--- src/rtl/mem_arb_pkg.sv ---
`default_nettype none
// ============================================================================
// Module   : mem_arb_pkg
// Brief    : Shared encodings and helpers for the fetch/data memory arbiter.
// Revision : 1.0 - initial release
// ============================================================================
package mem_arb_pkg;

    localparam logic [1:0] OWNER_NONE = 2'b00;
    localparam logic [1:0] OWNER_IF   = 2'b01;
    localparam logic [1:0] OWNER_DM   = 2'b10;

    localparam logic PRI_DM_FIRST = 1'b0;
    localparam logic PRI_IF_FIRST = 1'b1;

    // Counter width: enough bits to hold the limit, never narrower than 4.
    function automatic int starve_cnt_width(input int limit);
        int w;
        w = 1;
        for (int i = 1; i < 32; i++) begin
            if ((1 << w) <= limit) w = w + 1;
        end
        return (w < 4) ? 4 : w;
    endfunction

endpackage
`default_nettype wire

--- src/rtl/arb_starve_counter.sv ---
`default_nettype none
// ============================================================================
// Module   : arb_starve_counter
// Brief    : Counts consecutive denied fetch cycles, saturating at the limit.
// Revision : 1.0 - initial release
// ============================================================================
module arb_starve_counter
    import mem_arb_pkg::*;
#(
    parameter int STARVE_LIMIT = 4,
    parameter int CW           = starve_cnt_width(STARVE_LIMIT)
) (
    input  logic          i_clk,
    input  logic          i_reset,
    input  logic          i_wait,
    input  logic          i_clear,
    output logic [CW-1:0] o_cnt,
    output logic          o_boost
);

    localparam logic [CW-1:0] c_limit = CW'(STARVE_LIMIT);

    logic [CW-1:0] r_cnt;

    always_ff @(posedge i_clk) begin
        if (i_reset) begin
            r_cnt <= '0;
        end else if (i_clear || !i_wait) begin
            r_cnt <= '0;
        end else if (r_cnt != c_limit) begin
            r_cnt <= r_cnt + 1'b1;
        end
    end

    assign o_cnt   = r_cnt;
    assign o_boost = (r_cnt == c_limit);

endmodule
`default_nettype wire

--- src/rtl/mem_arbiter.sv ---
`default_nettype none
// ============================================================================
// Module   : mem_arbiter
// Brief    : Shares a single-port synchronous memory between instruction fetch
//            and data access, data-first with a starvation escape for fetch.
// Revision : 1.0 - initial release
// ============================================================================
module mem_arbiter
    import mem_arb_pkg::*;
#(
    parameter int AW           = 8,
    parameter int DW           = 32,
    parameter int STARVE_LIMIT = 4
) (
    input  logic          i_clk,
    input  logic          i_reset,
    input  logic          i_if_req,
    input  logic [AW-1:0] i_if_addr,
    output logic          o_if_gnt,
    output logic          o_if_rvalid,
    output logic [DW-1:0] o_if_rdata,
    input  logic          i_dm_req,
    input  logic          i_dm_we,
    input  logic [AW-1:0] i_dm_addr,
    input  logic [DW-1:0] i_dm_wdata,
    output logic          o_dm_gnt,
    output logic          o_dm_rvalid,
    output logic [DW-1:0] o_dm_rdata,
    output logic [AW-1:0] o_mem_addr,
    output logic [DW-1:0] o_mem_wdata,
    output logic          o_mem_read,
    output logic          o_mem_write,
    input  logic [DW-1:0] i_mem_rdata,
    output logic          o_stall_if
);

    localparam int CW = starve_cnt_width(STARVE_LIMIT);

    logic          w_if_gnt;
    logic          w_dm_gnt;
    logic          w_boost;
    logic          w_pri;
    logic [CW-1:0] w_unused_starve_cnt;
    logic [1:0]    r_rsp_owner;

    arb_starve_counter #(
        .STARVE_LIMIT (STARVE_LIMIT),
        .CW           (CW)
    ) u_starve (
        .i_clk   (i_clk),
        .i_reset (i_reset),
        .i_wait  (i_if_req),
        .i_clear (w_if_gnt),
        .o_cnt   (w_unused_starve_cnt),
        .o_boost (w_boost)
    );

    assign w_pri = w_boost ? PRI_IF_FIRST : PRI_DM_FIRST;

    // Grants are held low throughout reset so the memory sees no access.
    always_comb begin
        w_if_gnt = 1'b0;
        w_dm_gnt = 1'b0;
        if (!i_reset) begin
            if (w_pri == PRI_IF_FIRST) begin
                w_if_gnt = i_if_req;
                w_dm_gnt = i_dm_req & ~i_if_req;
            end else begin
                w_dm_gnt = i_dm_req;
                w_if_gnt = i_if_req & ~i_dm_req;
            end
        end
    end

    always_comb begin
        o_mem_addr  = '0;
        o_mem_wdata = '0;
        o_mem_read  = 1'b0;
        o_mem_write = 1'b0;
        if (w_if_gnt) begin
            o_mem_addr = i_if_addr;
            o_mem_read = 1'b1;
        end else if (w_dm_gnt) begin
            o_mem_addr  = i_dm_addr;
            o_mem_wdata = i_dm_wdata;
            o_mem_read  = ~i_dm_we;
            o_mem_write = i_dm_we;
        end
    end

    always_ff @(posedge i_clk) begin
        if (i_reset) begin
            r_rsp_owner <= OWNER_NONE;
        end else if (w_if_gnt) begin
            r_rsp_owner <= OWNER_IF;
        end else if (w_dm_gnt && !i_dm_we) begin
            r_rsp_owner <= OWNER_DM;
        end else begin
            r_rsp_owner <= OWNER_NONE;
        end
    end

    assign o_if_gnt    = w_if_gnt;
    assign o_dm_gnt    = w_dm_gnt;
    assign o_stall_if  = i_if_req & ~w_if_gnt;
    assign o_if_rvalid = (r_rsp_owner == OWNER_IF);
    assign o_dm_rvalid = (r_rsp_owner == OWNER_DM);
    assign o_if_rdata  = i_mem_rdata;
    assign o_dm_rdata  = i_mem_rdata;

endmodule
`default_nettype wire

--- config.mk ---
export PLATFORM = sky130hd
export DESIGN_NAME = mem_arbiter
export DESIGN_NICKNAME = d
export VERILOG_FILES = /design/src/rtl/mem_arb_pkg.sv /design/src/rtl/arb_starve_counter.sv /design/src/rtl/mem_arbiter.sv
export SDC_FILE = /design/constraint.sdc
export NUM_CORES = 1
export LEC_CHECK = 0
export ABC_CLOCK_PERIOD_IN_PS = 3400
export CORE_AREA = 2 2 76 78
export DETAILED_ROUTE_END_ITERATION = 8
export DIE_AREA = 0 0 78 80
export GPL_ROUTABILITY_DRIVEN = 0
export PLACE_DENSITY = 0.8
export SLEW_MARGIN = 20
export SYNTH_ARGS = -nofsm -noshare
export SYNTH_HDL_FRONTEND = slang
export SYNTH_SLANG_ARGS = --single-unit
--- constraint.sdc ---
create_clock -name i_clk -period 3.4 [get_ports i_clk]
set_clock_uncertainty 0.1 [all_clocks]
set_input_delay 1.02 -clock i_clk [delete_from_list [all_inputs] [get_ports i_clk]]
set_output_delay 1.02 -clock i_clk [all_outputs]
set_load 0.01 [all_outputs]
==> results.ini <==
[clocking]
ctsHoldBuffers = 0
cts_max_level = 1
cts_tree = built
cts_max_path_buffers = 2
path_clk_slew_ps = 30
clock_sinks = 6
cts_made_buffers = 3
worst_skew_pair.late_latency_ps = 220
root_buffer = clkbuf_8

[worst_setup_path]
path_depth = 4
crit_path_start_kind = input pin
critPathTopFamily = buffers and inverters
critPathSlowestCell = clkdlybuf4s50_1
critPathMaxFanout = 10
r2r_slack_ps = 1740
path_cells = buf_2, o211a_4, and2_1, clkdlybuf4s50_1
reg2reg_from = u_starve.o_cnt[0]
worstSetupEndpoint = o_mem_wdata[0]
r2r_end = r_rsp_owner[1]
crit_path_max_incr_delay_ps = 530
crit_path_end_kind = output port
crit_type = in -> out
crit_start = i_dm_req
required_ps = 2280
path_buf_inv = 2
reg2reg_depth = 6
arrival_ps = 2210

[floorplan]
core-area_um2 = 5410
dieArea_um2 = 6240
rows = 27
start_util = 0.209
fp.dieW_um = 78
die_h_um = 80
ios = 196

[power]
p_leak_uw = 0.000869
p_per_area_nw_per_um2 = 186
power_frac_clock = 0.301
pwr-share-comb = 0.486
internal-power_uw = 258
ir_drop_mv = 0.140
seqPwrFrac = 0.212
p_sw_frac = 0.254
switchingPower_uw = 88.0

[grt]
gr-total-overflow = 0
antenna_found_initial = 0
grt.total_usage = 0.112
grt_first_pass_wirelength_um = 5460
grt_pass1_vias = 1096
grt_start_max_net_pins = 12

[drt]
num_vias = 1051
dr.pass1.iters = 2
routed_wl_um = 3840
via_per_inst = 3.95
drt-wirelength-per-cell_um = 14.4
drc = 0
drtIter0Drc = 23
antenna_left = 0

[final_layout]
antenna_cells = 0
area_delta_synth_final_pct = 64.7
nFillCells = 602
nNetsFinal = 283
drive_above_1_share = 0.237
final_area_um2 = 1860
layout_common_cells = clkdlybuf4s50_1, and2_1, dlygate4sd2_1
final_common_cell = clkdlybuf4s50_1
finish.utilization = 0.344

[status]
status = completed

[synth]
syn_inst = 142
synth_nets = 229
synth_top_area_share = 0.426
avgSynthCellArea_um2 = 7.95
synth_top_area_cell = buf_4
yosysSeqAreaShare = 0.106
ys_seq_elements = 6
synth_warnings = 0
synthDistinctLibCells = 20
synth_area_um2 = 1130
yosys-top-cells-area = buf_4, and2_1, dfxtp_1

[sta]
slew_violations = 0
fin_crit_sh = 0.980
rsz0062_at_grt = no
finalSetupViolations = 0
whs_ps = 361
hold_violations = 0
tightestPinTransition_ps = 264
slew_headroom = 0.824
fmax_mhz = 300
finalCriticalPeriod_ps = 3330

[worst_hold_path]
hold_class = reg -> reg

[run]
max_cap_viol_count = 0

[placement]
io_buffers = 99
place_area_um2 = 1700
dp_hpwl_um = 2480

-- power by group through the flow --
stage / clock (uW) / sequential (uW) / combinational [uW]
after global placement: 0 / 74.3 / 159
final: 104 / 73.4 / 168
after detailed placement: 0 / 74.4 / 160
after CTS: 108 / 73.4 / 169
after floorplan: 0 / 74.2 / 128
after global routing: 113 / 73.5 / 181
-- how the worst min path moves through the flow --
stage	startpoint	end	slack, ps	cells past startpoint
after floorplan	u_starve.o_cnt[0]	u_starve.o_cnt[0]	330	1
after global placement	u_starve.o_cnt[0]	u_starve.o_cnt[0]	340	1
after detailed placement	u_starve.o_cnt[0]	u_starve.o_cnt[0]	360	1
after CTS	u_starve.o_cnt[0]	u_starve.o_cnt[0]	370	1
after global routing	u_starve.o_cnt[0]	u_starve.o_cnt[0]	390	1
final	u_starve.o_cnt[0]	u_starve.o_cnt[0]	360	1
-- routing by layer --
metal | global-route usage | routed length, um | up-vias
met4 | 0.0316 | 50 | 0
met3 | 0.0305 | 281 | 15
met2 | 0.210 | 2040 | 61
met5 | 0 | 0 | -
li1 | - | - | 497
met1 | 0.124 | 1480 | 478
-- Yosys cell counts, drive strengths merged --
cell type  number
nor2            6
o211a           1
dfxtp           6
nand4           1
nand3           1
buf            69
inv             6
mux2i           1
ha              2
and2           34
nand3b          1
nor2b           2
a211oi          2
xnor2           1
a21o            1
a22o            8
-- worst register-to-register path, cell delays in order, from the launching register on --
cell and delay (ps):
dfxtp_1 320, inv_1 60, ha_1 220, nand3b_4 180, o211a_4 340, buf_4 150
and2_2 180
-- state kept, by name, summed over array words and instances, names as in the netlist --
register        flops
u_starve.o_cnt      4
r_rsp_owner         2
-- cell families after synthesis --
family                     after synthesis  synth area share
DFF                                      6             0.106
and+or+nand+nor                         45             0.253
xor gates and xnor gates                 1           0.00776
buffers and inverters                   75             0.496
muxes                                    1           0.00887
adders and majority gates                2            0.0222
AOI/OAI and AO/OA                       12             0.106
-- area by class of cell --
type / count / area (um^2) / share of cell area
well taps: 72 / 90.1 / 0.0485
repair buffers: 114 / 1060 / 0.569
clock buffers: 3 / 41.3 / 0.0222
inverters: 6 / 30.0 / 0.0162
multi-input cells: 65 / 519 / 0.279
flip-flops and latches: 6 / 120 / 0.0646
-- what timing repair did --
item,in CTS,in global routing
pin swaps,5,1
resized for setup,72,6
gates cloned,4,1
setup buffers,10,1
setup endpoints to repair,45,19
-- per-stage QoR --
stage / setup TNS (ps) / setup slack, ps / total power, uW / instances
after global routing: 0 / 15.1 / 368 / 266
after floorplan: 0 / 575 / 202 / 142
final: 0 / 68.2 / 346 / 266
after CTS: -43.3 / -17.7 / 350 / 264
after detailed placement: -20680 / -512 / 234 / 247
after global placement: -19280 / -487 / 233 / 247
No activity file was read; power rests on OpenSTA's default activity.
